`src/rtl/act_lut_controller.sv`:
```
// Sequencer for the ActivationFunction datapath: LUT coefficient loading, one-at-a-time requests, result FIFO.
// Optional performance counters are built when ACT_CTRL_PERF_EN is defined.
module act_lut_controller #(
  parameter int Q_SIZE        = 16,
  parameter int ACT_MASK_SIZE = 4,
  parameter int ACT_LUT_DEPTH = 5,
  parameter int ACT_LUT_SIZE  = 32,
  parameter int ACT_LATENCY   = 1,
  parameter int RES_DEPTH     = 4
) (
  input  logic                     clk,
  input  logic                     rst,
  input  logic                     load_start,
  input  logic [ACT_MASK_SIZE-1:0] load_mask,
  input  logic                     load_valid,
  input  logic [ACT_LUT_SIZE-1:0]  load_data,
  output logic                     load_ready,
  output logic                     load_done,
  input  logic                     req_valid,
  input  logic [Q_SIZE-1:0]        req_x,
  input  logic [ACT_MASK_SIZE-1:0] req_mask,
  output logic                     req_ready,
  output logic                     res_valid,
  output logic [Q_SIZE-1:0]        res_fx,
  input  logic                     res_ready,
  output logic [Q_SIZE-1:0]        act_x,
  output logic [ACT_MASK_SIZE-1:0] act_mask,
  input  logic [Q_SIZE-1:0]        act_fx,
  output logic                     act_we,
  output logic [ACT_LUT_DEPTH-1:0] act_waddr,
  output logic [ACT_LUT_SIZE-1:0]  act_wdata,
  output logic [31:0]              perf_results,
  output logic [31:0]              perf_stalls
);

  localparam int PTR_W = $clog2(RES_DEPTH);
  localparam int CNT_W = PTR_W + 1;
  localparam int LAT_W = $clog2(ACT_LATENCY + 1);

  localparam logic [1:0] ST_IDLE  = 2'd0;
  localparam logic [1:0] ST_DRAIN = 2'd1;
  localparam logic [1:0] ST_LOAD  = 2'd2;

  logic [1:0]               state_q, state_d;
  logic [ACT_MASK_SIZE-1:0] load_mask_q, load_mask_d;
  logic [ACT_LUT_DEPTH-1:0] waddr_q, waddr_d;
  logic                     load_done_q, load_done_d;
  logic                     busy_q, busy_d;
  logic [LAT_W-1:0]         lat_q, lat_d;
  logic [Q_SIZE-1:0]        act_x_q, act_x_d;
  logic [ACT_MASK_SIZE-1:0] act_mask_q, act_mask_d;
  logic [PTR_W-1:0]         wr_ptr_q, wr_ptr_d;
  logic [PTR_W-1:0]         rd_ptr_q, rd_ptr_d;
  logic [CNT_W-1:0]         count_q, count_d;
  logic [Q_SIZE-1:0]        fifo_mem [RES_DEPTH];

  logic op_done, credit_ok, req_accept, load_acc, last_word, push, pop;

  // The op finishing this cycle frees the datapath, so a new x can be issued on the capture edge.
  assign op_done    = busy_q && (lat_q == LAT_W'(ACT_LATENCY));
  assign credit_ok  = ({1'b0, count_q} + {{CNT_W{1'b0}}, busy_q}) < (CNT_W + 1)'(RES_DEPTH);
  assign req_ready  = !rst && (state_q == ST_IDLE) && !load_start && (!busy_q || op_done) && credit_ok;
  assign req_accept = req_valid && req_ready;
  assign load_acc   = (state_q == ST_LOAD) && load_valid;
  assign last_word  = load_acc && (waddr_q == {ACT_LUT_DEPTH{1'b1}});
  assign push       = op_done;
  assign pop        = res_valid && res_ready;

  always_comb begin
    state_d     = state_q;
    load_mask_d = load_mask_q;
    waddr_d     = waddr_q;
    load_done_d = 1'b0;
    busy_d      = busy_q;
    lat_d       = lat_q;
    act_x_d     = act_x_q;
    act_mask_d  = act_mask_q;
    wr_ptr_d    = wr_ptr_q;
    rd_ptr_d    = rd_ptr_q;
    count_d     = count_q;

    case (state_q)
      ST_IDLE: begin
        if (load_start) begin
          state_d     = ST_DRAIN;
          load_mask_d = load_mask;
        end
      end
      ST_DRAIN: begin
        if (!busy_q) begin
          state_d    = ST_LOAD;
          act_mask_d = load_mask_q;
        end
      end
      ST_LOAD: begin
        if (load_acc) begin
          waddr_d = waddr_q + ACT_LUT_DEPTH'(1);
          if (last_word) begin
            state_d     = ST_IDLE;
            load_done_d = 1'b1;
          end
        end
      end
      default: state_d = ST_IDLE;
    endcase

    if (req_accept) begin
      busy_d     = 1'b1;
      lat_d      = '0;
      act_x_d    = req_x;
      act_mask_d = req_mask;
    end else if (op_done) begin
      busy_d = 1'b0;
    end else if (busy_q) begin
      lat_d = lat_q + LAT_W'(1);
    end

    if (push) wr_ptr_d = wr_ptr_q + PTR_W'(1);
    if (pop)  rd_ptr_d = rd_ptr_q + PTR_W'(1);
    case ({push, pop})
      2'b10:   count_d = count_q + CNT_W'(1);
      2'b01:   count_d = count_q - CNT_W'(1);
      default: count_d = count_q;
    endcase
  end

  always_ff @(posedge clk) begin
    if (rst) begin
      state_q     <= ST_IDLE;
      load_mask_q <= '0;
      waddr_q     <= '0;
      load_done_q <= 1'b0;
      busy_q      <= 1'b0;
      lat_q       <= '0;
      act_x_q     <= '0;
      act_mask_q  <= '0;
      wr_ptr_q    <= '0;
      rd_ptr_q    <= '0;
      count_q     <= '0;
    end else begin
      state_q     <= state_d;
      load_mask_q <= load_mask_d;
      waddr_q     <= waddr_d;
      load_done_q <= load_done_d;
      busy_q      <= busy_d;
      lat_q       <= lat_d;
      act_x_q     <= act_x_d;
      act_mask_q  <= act_mask_d;
      wr_ptr_q    <= wr_ptr_d;
      rd_ptr_q    <= rd_ptr_d;
      count_q     <= count_d;
    end
  end

  always_ff @(posedge clk) begin
    if (!rst && push) fifo_mem[wr_ptr_q] <= act_fx;
  end

  assign res_valid  = (count_q != '0);
  assign res_fx     = fifo_mem[rd_ptr_q];
  assign load_ready = (state_q == ST_LOAD);
  assign load_done  = load_done_q;
  assign act_x      = act_x_q;
  assign act_mask   = act_mask_q;
  assign act_we     = load_acc;
  assign act_waddr  = waddr_q;
  assign act_wdata  = load_acc ? load_data : '0;

`ifdef ACT_CTRL_PERF_EN
  logic [31:0] perf_results_q, perf_results_d;
  logic [31:0] perf_stalls_q, perf_stalls_d;

  // Both counters saturate rather than wrap.
  always_comb begin
    perf_results_d = perf_results_q;
    perf_stalls_d  = perf_stalls_q;
    if (push && (perf_results_q != 32'hFFFF_FFFF)) perf_results_d = perf_results_q + 32'd1;
    if (req_valid && !req_ready && (perf_stalls_q != 32'hFFFF_FFFF)) perf_stalls_d = perf_stalls_q + 32'd1;
  end

  always_ff @(posedge clk) begin
    if (rst) begin
      perf_results_q <= '0;
      perf_stalls_q  <= '0;
    end else begin
      perf_results_q <= perf_results_d;
      perf_stalls_q  <= perf_stalls_d;
    end
  end

  assign perf_results = perf_results_q;
  assign perf_stalls  = perf_stalls_q;
`else
  assign perf_results = 32'd0;
  assign perf_stalls  = 32'd0;
`endif

endmodule
```
`config.mk`:
```
export PLATFORM = sky130hd
export DESIGN_NAME = act_lut_controller
export DESIGN_NICKNAME = d
export VERILOG_FILES = /design/src/rtl/act_lut_controller.sv
export SDC_FILE = /design/constraint.sdc
export NUM_CORES = 1
export LEC_CHECK = 0
export BUFFER_PORTS_ARGS = -buffer_cell sky130_fd_sc_hd__buf_4
export CAP_MARGIN = 25
export CORE_MARGIN = 10
export CORE_UTILIZATION = 49
export CTS_BUF_LIST = sky130_fd_sc_hd__clkbuf_2 sky130_fd_sc_hd__clkbuf_4 sky130_fd_sc_hd__clkbuf_8
export CTS_CLUSTER_SIZE = 25
export DETAILED_ROUTE_END_ITERATION = 10
export GPL_TIMING_DRIVEN = 0
export PLACE_DENSITY = 0.8
export SLEW_MARGIN = 20
export SYNTH_ARGS = -nofsm -noshare
export SYNTH_HDL_FRONTEND = slang
export SYNTH_SLANG_ARGS = --single-unit
```
`constraint.sdc`:
```
create_clock -name clk -period 2.48 [get_ports clk]
set_input_delay 0.496 -clock clk [delete_from_list [all_inputs] [get_ports clk]]
set_output_delay 0.496 -clock clk [all_outputs]
set_load 0.005 [all_outputs]
```
# Word-level counts from Yosys, hierarchy flattened
# Memories as Yosys holds them, arrays and structs flattened. A register that Yosys moved wholly into a read port is not among the register bits.
# Index checks and enable logic that the tools add are counted.
# totals
regBits,41
ram_bits,64
mem_count,1
output_inout_bits,142
input_bits,78
elab_cells,76
# op_classes
muxes,17
magnitude_cmp,1
eq_ne,10
bitwise_logic,3
reduce_logical,26
n_addsub,7
# memory_table
name,depth,word_bits,rd,rd_clocked_by_memory_dff,wr,line,source
fifo_mem,4,16,1,1,1,55,logic [Q_SIZE-1:0] fifo_mem [RES_DEPTH];
# ops
cell,n
$mux 32,1
$mux 2,6
$mux 4,3
$logic_and 1x1->1,10
$reduce_and 2->1,4
$ne 2x2->1 const B,3
$pmux 2 s3,1
$pmux 3 s2,1
$reduce_bool 2->1,3
$add 5x1->5 const B,1
$eq 5x5->1 const B,1
$mux 1,5
$add 2x1->2 const B,2
$add 3x1->4,1
$eq 2x1->1 const B,2
$eq 2x2->1 const B,2
$lt 4x3->1 const B,1
$ne 2x1->1 const B,2
$reduce_and 4->1,1
$add 3x1->3 const B,1
$logic_not 1->1,3
$not 1->1,3
$reduce_bool 3->1,1
$reduce_or 3->1,1
other kinds (5),5

# Logic depth before layout (Yosys ltp)
# depth
word_depth,8
depth_mapped,8

# Worst setup path after synthesis
# No wires, ideal clock.
# synth_timing
path_kind,input-to-output
start,in load_start
end,out req_ready
cell_stages,2
path_buffers,0
arrival_ns,1.448
slack_ns,0.536
cell_sequence,or3_4 -> a2111oi_0
# synth_between
elab_chain_cells,4
# synth_lines
element,line,source
start: declaration,13,"input logic load_start,"
$logic_not 1->1,62,assign req_ready = !rst && (state_q == ST_IDLE) && !load_start && (!busy_q || op_done) && credit_ok;
$logic_and 1x1->1 (3 in series),62,
end: declaration,22,"output logic req_ready,"
# No other way between the ends.

# Worst setup path after layout
# layout_timing
start,reg count_q[2]
end,out req_ready
# layout_between
elab_chain_cells,3
# layout_lines
element,line,source
start: declaration,54,"logic [CNT_W-1:0] count_q, count_d;"
start signal: assignment,151,count_q <= count_d;
$add 3x1->4,61,"assign credit_ok = ({1'b0, count_q} + {{CNT_W{1'b0}}, busy_q}) < (CNT_W + 1)'(RES_DEPTH);"
$lt 4x3->1,61,
$logic_and 1x1->1,62,
# No other way between the ends.

==> results by group <==
Cells and area
  • Area of the multi-input gates: about 0.0018 mm²
  • FF+latch area: 0.002783 mm²
  • Antenna cell count: 0
  • Final cell utilization of the core: a little under 70%
  • Share of cells above drive strength 1: 47.34%
  • Fill count: 765
  • NumNets Final: ~700
  • Layout area overhead: 35.89%
  • Final Cell Area: 0.006728 mm²

Setup path
  • Setup crit end: req_ready
  • Setup CP Type: reg -> out
  • Reg2Reg Setup Slack: 0.26 ns
  • Reg-to-reg endpoint: fifo_mem[0][10]$_DFFE_PP_
  • Crit-path slowest cell: a2111oi_2
  • Worst Path Required: just under 2 ns
  • CP max FO: 6
  • Worst path cell trace: or3_4 -> a2111oi_2 -> buf_4
  • CP arrival: 1.87 ns
  • Slowest stage delay, CP: 0.50 ns
  • Delay-heaviest family, CP: compound AO/OA/AOI/OAI gates
  • Critical path endpoint category: output port
  • Worst r2r src: busy_q$_SDFFE_PP0P_
  • Worst r2r path cells: 4
  • Critical path origin: count_q[2]$_SDFFE_PP0P_
  • Critical path depth in cells: 3
  • Crit start category: flip-flop
  • Worst Path Buf+Inv: 1

Synth
  • Post-synth cell types: 41
  • Share of the synthesized area in the top cell type: 38.82%
  • Sequential area share after synthesis: between 50% and 60%
  • Post-synth top cells: 64 x buf_4, 64 x edfxtp_1, 43 x dfxtp_1, 36 x and2_1, 17 x nor2b_1
  • Biggest area consumer among synthesized cells: edfxtp_1
  • Synth Flop Type: edfxtp_1
  • Synthesized cell area: 0.004951 mm²
  • Post-synthesis area per instance: 13.45 µm²
  • Synth Warn #: 0
  • Synth area leaders: edfxtp_1 39%, dfxtp_1 17%, buf_4 9.7%
  • Synth Instances: roughly 370
  • Yosys reg bits: 107
  • Share of flip-flops with an asynchronous set or reset: 0%
  • Number of synthesized flops with an enable pin: 64

Placed design
  • Gpl congestion: slightly above 0.8
  • PortBufs: 155
  • Hpwl dp: 9.817 mm
  • Area post-placement: approximately 0.0065 mm²

Timing
  • Minimum clock period: 2.365 ns
  • Final Max Slew Viols: 0
  • Final Hold Vio Count: 0
  • Worst-Margin Slew: between 0.8 and 0.9 ns
  • Tcrit/Tclk final: 95.36%
  • RSZ-0062 raised after global routing: no
  • Final Setup Violations: 0
  • Setup tns final: 0 ns
  • Slew headroom: 44.78%
  • Final Skew: 0.01082 ns
  • Fmax: 422.8 MHz

CTS
  • Clock transition at path regs: 0.11 ns
  • H-tree depth: 3
  • TritonCTS Buffers: 9
  • # clock sinks: about 110
  • Root buffer cell: clkbuf_8
  • CTS max path bufs: 2
  • CTS tree: yes
  • Clock latency on the worst-skew pair: 0.36 ns

Global route
  • Pin count of the biggest net entering global routing: 20
  • GR Util All Layers: 16.22%
  • First-pass GRT wire length: between 15 and 20 mm
  • Overflow after GRT: 0
  • Vias in the first global route: 3556
  • Initial antenna violation count: 0

Floorplan
  • I/O pins: between 200 and 250
  • Die area: 0.01453 mm²
  • Area of the core: ~0.0098 mm²
  • Site row count: 36
  • Chip height: ~120 µm
  • Die width: 120.5 µm
  • Initial core utilization: 50.42%

Power
  • Pwr Density: 499.2 mW/mm²
  • Power Internal: 2.574 mW
  • Clock power frac: 29.7%
  • VDD IR max: 0.3964 mV
  • Sequential share of power: 57.4%
  • Switching pwr: approximately 790 µW
  • Overall Power: approximately 3.4 mW
  • Combinational Power Share: 12.9%
  • Leakage: 3.001 nW
  • Net Sw Frac: 23.37%

Detailed routing
  • Total number of vias: 3350
  • Drc violations: 0
  • Post-Route WL: approximately 12 mm
  • Initial DRC Count: 152
  • Per-cell routed wire length: 16.55 µm
  • Detailed-route vias per instance: 4.558
  • Antenna-violating nets left: 0
  • Drt first pass iters: 4

Min path
  • Worst hold-check path type: in -> reg

Run
  • Max-Cap Viols: 0

Status
  • Status: completed
placed cells by master, fill, tap and decap left out, types with 2 or more instances in the layout:
master and count:
buf_4 220, conb_1 64, edfxtp_1 64, dfxtp_1 43, and2_1 36, nor2b_1 17, mux4_2 16, nor2_1 15
mux2_4 15, mux2i_1 9, a21oi_1 9, clkbuf_8 9, nand2_1 7, a211oi_1 7, ha_1 7, inv_1 6
clkbuf_1 5, buf_6 4, or3_1 4, xor2_1 3, xnor2_1 3, o21ai_0 3, inv_6 3, buf_2 2
clkbuf_2 2, nor3b_2 2, or4b_2 2, a2111oi_0 2, buf_1 2, nand3_1 2
cell families (layout without fill, tap and decap cells):
group	count (synthesis)	after routing	share of synthesized area, %
AO/OA/AOI/OAI	26	26	3.538
XOR/XNOR	6	6	1.062
adder cells (fa/ha/maj)	8	8	2.173
buffers and inverters	87	258	11.98
flip-flops	107	107	56.20
multiplexers	41	41	13.87
other	1	64	0.07574
AND/OR/NAND/NOR	92	92	11.09
stage by stage:
| stage | setup WS, ns | cells | hold WS (ns) |
|---|---|---|---|
| floorplan | 0.5357 | 431 | 0.4601 |
| global placement | 0.02261 | 719 | 0.4647 |
| detailed placement | 0.01718 | 719 | 0.4850 |
| CTS | 0.007816 | 735 | 0.3122 |
| global route | 0.005525 | 735 | 0.2951 |
| finish | 0.1151 | 735 | 0.3320 |
flip-flops by register name, indices dropped and copies added (netlist names), named ones only:
signal and count:
busy_q 1, state_q 2, lat_q 1, act_waddr 5, act_mask 4, fifo_mem 64
wr_ptr_q 2, rd_ptr_q 2, act_x 16, load_mask_q 4, count_q 3, load_done 1
layout make-up:
type,instances,share of cell area [%]
Multi-Input combinational cell,237,27.02
Sequential cell,107,41.36
Timing Repair Buffer,156,17.41
Tap cell,133,2.474
Buffer,79,8.499
Clock inverter,6,0.8741
Clock buffer,10,1.953
Inverter,7,0.4092
power by group through the flow:
stage | Clock (mW) | Combinational, mW | Sequential, mW
finish | 0.997 | 0.433 | 1.93
global route | 1.09 | 0.472 | 1.93
CTS | 1.03 | 0.425 | 1.93
detailed placement | 0 | 0.421 | 1.97
global placement | 0 | 0.413 | 1.97
floorplan | 0 | 0.225 | 1.97
routing by layer:
metal	GRT usage, %	part of all wire, %
met1	17.46	36
met2	28.49	54
met3	7.631	9.0
met4	3.394	0.92
met5	0	0
worst min-delay path by stage:
stage | depth (start not counted) | to | start | slack [ns]
6_report | 1 | fifo_mem[3][0]$_DFFE_PP_ | act_fx[0] | 0.33
5_1_grt | 1 | fifo_mem[3][14]$_DFFE_PP_ | act_fx[14] | 0.30
4_1_cts | 1 | fifo_mem[3][14]$_DFFE_PP_ | act_fx[14] | 0.31
3_5_place_dp | 2 | act_waddr[4]$_SDFFE_PP0P_ | act_waddr[4]$_SDFFE_PP0P_ | 0.49
3_3_place_gp | 2 | act_waddr[4]$_SDFFE_PP0P_ | act_waddr[4]$_SDFFE_PP0P_ | 0.46
2_1_floorplan | 2 | load_mask_q[0]$_SDFFE_PP0P_ | load_mask_q[0]$_SDFFE_PP0P_ | 0.46
worst reg2reg max path, cell delays in order, from the launching register on:
cell and delay, ns:
dfxtp_1 0.38, clkbuf_1 0.36, nand2_1 0.21, nor2_1 0.20
and2_1 0.70
repair_timing:
action | CTS | global route
endpoints found under the setup margin | 40 | 40
gates resized for setup | 5 | 3
setup buffers | 0 | 1
hold buffers | 0 | 0
Power figures use the tool's default switching activity.
